===== config.mk =====
export PLATFORM = sky130hd
export DESIGN_NAME = spi_slave_sr
export DESIGN_NICKNAME = d
export VERILOG_FILES = /design/src/rtl/spi_slave_sr.sv
export SDC_FILE = /design/constraint.sdc
export NUM_CORES = 1
export LEC_CHECK = 0
export CORE_MARGIN = 2
export CORE_UTILIZATION = 38
export DETAILED_ROUTE_END_ITERATION = 6
export GPL_ROUTABILITY_DRIVEN = 0
export SETUP_SLACK_MARGIN = 0.15
export SLEW_MARGIN = 40
export SYNTH_ARGS = -nofsm -noshare
export SYNTH_HDL_FRONTEND = slang
export SYNTH_SLANG_ARGS = --single-unit

===== constraint.sdc =====
create_clock -name clk -period 2.33 [get_ports clk]
set_input_delay 0.466 -clock clk [delete_from_list [all_inputs] [get_ports clk]]
set_output_delay 0.466 -clock clk [all_outputs]
set_load 0.01 [all_outputs]

===== src/rtl/spi_slave_sr.sv =====
// Parametrised SPI slave shift register, all four CPOL/CPHA modes, clk-domain oversampled.
// Optional short-frame error strobe built when SPI_SR_FRAME_ERR_EN is defined.
module spi_slave_sr #(
    parameter int WIDTH = 8,
    parameter bit CPOL  = 1'b0,
    parameter bit CPHA  = 1'b0
) (
    input  logic             clk,
    input  logic             reset,
    input  logic             spi_sclk,
    input  logic             spi_ss_n,
    input  logic             spi_mosi,
    output logic             spi_miso,
    output logic             spi_miso_oe,
    input  logic [WIDTH-1:0] tx_data,
    output logic [WIDTH-1:0] rx_data,
    output logic             rx_valid,
    output logic             busy,
    output logic             frame_err
);

    localparam int CW = $clog2(WIDTH);

    typedef enum logic {
        S_IDLE,
        S_ACTIVE
    } state_t;

    state_t r_state;
    state_t w_state_nxt;

    logic r_sclk_s1, r_sclk_s2, r_sclk_prev;
    logic r_ss_s1, r_ss_s2, r_ss_prev;
    logic r_mosi_s1, r_mosi_s2;
    logic r_sync_vld;
    logic r_ss_armed;

    logic [CW-1:0]    r_cnt;
    logic [WIDTH-2:0] r_rx_sr;
    logic [WIDTH-1:0] r_tx_sr;
    logic [WIDTH-1:0] r_rx_data;
    logic             r_rx_valid;
    logic             r_hold;

    logic w_sclk_chg, w_lead, w_trail;
    logic w_sample, w_shift;
    logic w_ss_fall, w_ss_rise;
    logic w_start, w_stop, w_act, w_word;
    logic [WIDTH-1:0] w_rx_nxt;

    always_ff @(posedge clk) begin
        if (reset) begin
            r_sclk_s1   <= CPOL;
            r_sclk_s2   <= CPOL;
            r_sclk_prev <= CPOL;
            r_ss_s1     <= 1'b1;
            r_ss_s2     <= 1'b1;
            r_ss_prev   <= 1'b1;
            r_mosi_s1   <= 1'b0;
            r_mosi_s2   <= 1'b0;
            r_sync_vld  <= 1'b0;
            r_ss_armed  <= 1'b0;
        end else begin
            r_sclk_s1   <= spi_sclk;
            r_sclk_s2   <= r_sclk_s1;
            r_sclk_prev <= r_sclk_s2;
            r_ss_s1     <= spi_ss_n;
            r_ss_s2     <= r_ss_s1;
            r_ss_prev   <= r_ss_s2;
            r_mosi_s1   <= spi_mosi;
            r_mosi_s2   <= r_mosi_s1;
            r_sync_vld  <= 1'b1;
            // A fall only counts once ss_n has really been sampled high since reset
            r_ss_armed  <= r_ss_armed | (r_sync_vld & r_ss_s1);
        end
    end

    assign w_sclk_chg = r_sclk_s2 ^ r_sclk_prev;
    assign w_lead     = w_sclk_chg & (r_sclk_s2 != CPOL);
    assign w_trail    = w_sclk_chg & (r_sclk_s2 == CPOL);
    assign w_sample   = CPHA ? w_trail : w_lead;
    assign w_shift    = CPHA ? w_lead : w_trail;

    assign w_ss_fall  = r_ss_prev & ~r_ss_s2 & r_ss_armed;
    assign w_ss_rise  = ~r_ss_prev & r_ss_s2;

    assign w_start    = (r_state == S_IDLE) & w_ss_fall;
    assign w_stop     = (r_state == S_ACTIVE) & w_ss_rise;
    assign w_act      = (r_state == S_ACTIVE) & ~w_ss_rise;
    assign w_word     = w_act & w_sample & (r_cnt == CW'(WIDTH - 1));
    assign w_rx_nxt   = {r_rx_sr, r_mosi_s2};

    always_ff @(posedge clk) begin
        if (reset) begin
            r_state <= S_IDLE;
        end else begin
            r_state <= w_state_nxt;
        end
    end

    always_comb begin
        w_state_nxt = r_state;
        unique case (r_state)
            S_IDLE:   if (w_start) w_state_nxt = S_ACTIVE;
            S_ACTIVE: if (w_stop)  w_state_nxt = S_IDLE;
            default:  w_state_nxt = S_IDLE;
        endcase
    end

    always_ff @(posedge clk) begin
        if (reset) begin
            r_cnt      <= '0;
            r_rx_sr    <= '0;
            r_tx_sr    <= '0;
            r_rx_data  <= '0;
            r_rx_valid <= 1'b0;
            r_hold     <= 1'b0;
        end else begin
            r_rx_valid <= 1'b0;
            if (w_start) begin
                r_cnt   <= '0;
                r_tx_sr <= tx_data;
                r_hold  <= CPHA;
            end else if (w_act) begin
                if (w_sample) begin
                    r_rx_sr <= w_rx_nxt[WIDTH-2:0];
                    if (w_word) begin
                        r_cnt      <= '0;
                        r_rx_data  <= w_rx_nxt;
                        r_rx_valid <= 1'b1;
                        r_tx_sr    <= tx_data;
                        // Reload already shows the next MSB; skip the next shift edge
                        r_hold     <= 1'b1;
                    end else begin
                        r_cnt <= r_cnt + 1'b1;
                    end
                end else if (w_shift) begin
                    if (r_hold) begin
                        r_hold <= 1'b0;
                    end else begin
                        r_tx_sr <= {r_tx_sr[WIDTH-2:0], 1'b0};
                    end
                end
            end
        end
    end

`ifdef SPI_SR_FRAME_ERR_EN
    logic r_frame_err;

    always_ff @(posedge clk) begin
        if (reset) begin
            r_frame_err <= 1'b0;
        end else begin
            r_frame_err <= w_stop & (r_cnt != '0);
        end
    end

    assign frame_err = r_frame_err;
`else
    assign frame_err = 1'b0;
`endif

    assign busy        = (r_state == S_ACTIVE);
    assign spi_miso_oe = busy;
    assign spi_miso    = busy & r_tx_sr[WIDTH-1];
    assign rx_data     = r_rx_data;
    assign rx_valid    = r_rx_valid;

endmodule


**Word level (Yosys, flattened, before mapping)**

Cells that the tools add are included.
Widths: inputs -> output; s select.

- Input bits: 13
- Word-level logic and storage cells: 69
- Register bits: 39

- Bitwise gates (word level): 22
- Equality and inequality tests: 4
- Add/subtract/negate cells: 1
- Mux-type cells: 15
- Reductions and logical operators: 10

Operators with widths:

| kind | number |
|---|---|
| $mux 8 | 6 |
| $and 1x1->1 | 12 |
| $not 1->1 | 8 |
| $reduce_and 4->1 | 2 |
| $mux 1 | 7 |
| $ne 3x1->1 const B | 2 |
| $reduce_and 3->1 | 2 |
| $reduce_bool 2->1 | 2 |
| $reduce_or 4->1 | 1 |
| $add 3x1->3 const B | 1 |
| $eq 3x3->1 const B | 1 |
| $mux 3 | 1 |
| $reduce_bool 3->1 | 1 |
| $ne 2x1->1 const B | 1 |
| $pmux 1 s2 | 1 |
| $reduce_and 2->1 | 1 |
| $reduce_or 2->1 | 1 |
| $or 1x1->1 | 1 |
| $xor 1x1->1 | 1 |

**Longest topological paths before layout**

- Word-level depth: 10
- Mapped depth: 8
- Depth with buffers taken out: 6

**Least setup slack after synthesis**

OpenSTA, ideal clock, no wires.

- Kind: register -> register
- Start point: register r_cnt[0]
- End point: register r_tx_sr[1]
- Clock period less this slack: 1.798 ns
- Arrival: 1.710 ns
- Path slack: 0.532 ns
- Path buffers: 2
- Cell stages (with the launch flop): 9
- Cell sequence: dfxtp_1 ha_1 ha_1 and2_4 o2111a_1 buf_6 or2_1 buf_6 a311oi_2

- Longest elaborated chain between the ends: 4

Ends and longest elaborated chain:

| element | line | source |
|---|---|---|
| from (decl) | 38 | `logic [CW-1:0] r_cnt;` |
| from (signal assigned) | 135 | `r_cnt <= r_cnt + 1'b1;` |
| $eq 3x3->1 | 90 | `assign w_word = w_act & w_sample & (r_cnt == CW'(WIDTH - 1));` |
| $and 1x1->1 | 90 |  |
| $ne 3x1->1 (no source line) | n/a |  |
| $reduce_and 4->1 (no source line) | n/a |  |
| to (signal assigned) | 122 | `r_tx_sr <= tx_data;` |
| to (signal assigned) | 131 | `r_tx_sr <= tx_data;` |
| to (signal assigned) | 141 | `r_tx_sr <= {r_tx_sr[WIDTH-2:0], 1'b0};` |
| to (decl) | 40 | `logic [WIDTH-1:0] r_tx_sr;` |

No other way between the ends.
A chain may end at the register's enable or synchronous reset.

**Worst setup path after layout**

- Start point: register r_cnt[0]
- End point: register r_tx_sr[6]

The elaborated chain is that of the path after synthesis.

==> results.tsv <==
metric	value	unit
status	completed	
busiest_layer	met2	
hold_viol	0	
worst_pin_slew	614.5	ps
reg2regPathDepth	6	
nets	196	
synth-async-reset-ratio	0	
required	2530	ps
maxCapViolCount	0	
synth_cell_types	28	
area_growth	22.85	%
r2r_slack	330	ps
cts_inserted_buffers	5	
ys_ff_latch	39	
synthAdderAreaFrac	0.03218	
use_met2	0.2209	
yosysMostFrequentCell	dfxtp_1	
yosysWarnings	0	
rsz0062_at_grt	false	
grt_start_max_net_pins	19	
cts_max_level	2	
vias_per_cell	4.813	
synth_cells	157	
diodes	0	
rows	23	
synth_area_per_cell	9.906	µm²
grt_pass1_vias	1104	
synth_top_area_cell	dfxtp_1	
cts_resized	0	
synth_edf_count	0	
fin_ws	326.7	ps
die_w	67.98	µm
clkTransAtPathRegs	70	ps
syn_nets	174	
gr-total-overflow	0	
worst_clock_skew	5.359	ps
min_period_over_period	0.8598	
drtIter0Drc	37	
holdPathEnd	r_sclk_s2$_SDFF_PP0_	
worstPathMaxFanout	10	
final_antenna_net_count	0	
cts_buffer_depth	2	
track_usage	0.1395	
root_buffer	clkbuf_8	
r2r_start	r_cnt[0]$_SDFFE_PP0N_	
final_util	0.4811	
dr.pass1.iters	4	
synth_top_family_by_area	simple AND/OR/NAND/NOR gates	
worstSetupEndpointType	flop	
synth_compound_area_frac	0.09976	
r2r_end	r_tx_sr[6]$_SDFFE_PP0P_	
synthMuxAreaShare	0.1030	
dp_hpwl	1894	µm
grt_pass1_wl	4761	µm
peakVddDrop	0.3713	mV
maxSlewViolCount	0	
tns	0	ps
min_delay_path_depth	1	
fp.dieArea	4621	µm²
ctsHoldBuffers	0	
clock_latency	290	ps
num_vias	1107	
cp.arrival	2210	ps
path_class	flop to flop	
synthTopCellsByCount	dfxtp_1 (39), nor2_1 (22), nand2_1 (17)	
ys_seq_area_frac	0.5020	
final_area	1911	µm²
start_util	0.3916	
use_met3	0.05757	
io_pins	26	
synthSimpleGateAreaFrac	0.2060	
crit_path_start_kind	flop	
drive_above_1_share	0.1222	
wl_per_cell	11.50	µm
place_area	1810	µm²
yosysTopAreaCellShare	0.5020	
synth_area	1555	µm²
pre_cts_ws	321.4	ps
cts_tree	done	
routed_wirelength	2646	µm
use_met1	0.1627	
cts.sinks	39	
power_leakage	0.8037	nW
synth_ff_type	dfxtp_1	
io_buffer_count	24	
fmax	499.2	MHz
setup_viol	0	
fillers	388	
hp-class	flop to flop	
die_h	67.98	µm
synth-xor-area-share	0	
worstHoldStart	r_sclk_s1$_SDFF_PP0_	
p_per_area	651.3	nW/µm²
cts_setup_buffers	0	
max-slew-margin-rel	0.5892	
core	3971	µm²
antenna_found_initial	0	
min_period	2003	ps
synth_area_leaders	dfxtp_1 (50%), mux2i_1 (10%), a311oi_2 (6.8%)	
drc	0	
worst max-delay path, stage by stage (launching register included):
cell	delay, ps
dfxtp_1	320
ha_1	210
ha_1	210
and2_4	160
o2111a_1	360
or2_1	400
a311oi_2	250
cell families after synthesis:
logic type / after synthesis
simple gates: 66
mux: 16
other cells: 1
fa+ha+maj: 4
compound gates: 15
flops: 39
buf+inv: 16
flip-flops by register name, indices dropped and copies added, names as in the netlist, 3 cells and up:
signal   cells
r_rx_sr      7
r_cnt        3
rx_data      8
r_tx_sr      8
cell type report:
| class | count | area (µm²) | area share |
|---|---|---|---|
| flip-flops and latches | 39 | 780.7 | 0.4086 |
| inverters | 4 | 15.01 | 0.007859 |
| clock buffers | 8 | 100.1 | 0.05239 |
| multi-input cells | 102 | 689.4 | 0.3608 |
| well taps | 50 | 62.56 | 0.03274 |
| repair buffers | 27 | 262.8 | 0.1375 |
layer usage:
metal | up-vias | part of all wire
met3 | 5 | 0.049
met4 | 0 | 0.022
li1 | 570 | -
met2 | 22 | 0.47
met1 | 510 | 0.46
met5 | - | 0
where the power goes:
group	switching [mW]	leakage, nW	internal (mW)
Sequential	0.00584	0.317	0.679
Clock	0.219	0.0515	0.270
Combinational	0.0344	0.436	0.0368
placed cells by master, fill, tap and decap left out, types with 2 or more instances in the layout:
cell type        instances
a21oi_1                  5
a311oi_2                 7
buf_4                    3
clkbuf_8                 7
clkdlybuf4s50_1         24
dfxtp_1                 39
ha_1                     4
inv_1                    4
mux2i_1                 16
nand2_1                 17
nand3_1                  2
nor2_1                  22
nor2b_1                  4
nor3_1                   7
or2_1                    3
or2_2                    3
or3b_1                   2
how the worst max path moves through the flow:
stage / from / slack, ps / endpoint
3_3_place_gp: r_cnt[0]$_SDFFE_PP0N_ / 430 / r_tx_sr[7]$_SDFFE_PP0P_
3_5_place_dp: r_cnt[0]$_SDFFE_PP0N_ / 320 / r_tx_sr[6]$_SDFFE_PP0P_
5_1_grt: r_cnt[0]$_SDFFE_PP0N_ / 220 / r_tx_sr[6]$_SDFFE_PP0P_
4_1_cts: r_cnt[0]$_SDFFE_PP0N_ / 310 / r_tx_sr[6]$_SDFFE_PP0P_
6_report: r_cnt[0]$_SDFFE_PP0N_ / 330 / r_tx_sr[6]$_SDFFE_PP0P_
2_1_floorplan: r_cnt[0]$_SDFFE_PP0N_ / 530 / r_tx_sr[1]$_SDFFE_PP0P_
stage by stage:
| stage | instances | hold slack, ps | power (mW) |
|---|---|---|---|
| final | 230 | 435.1 | 1.244 |
| after global routing | 230 | 468.0 | 1.298 |
| after CTS | 230 | 436.9 | 1.265 |
| after detailed placement | 222 | 420.4 | 0.7719 |
| after global placement | 222 | 420.8 | 0.7700 |
| after floorplan | 157 | 413.8 | 0.7428 |
(Power assumes the default switching activity.)
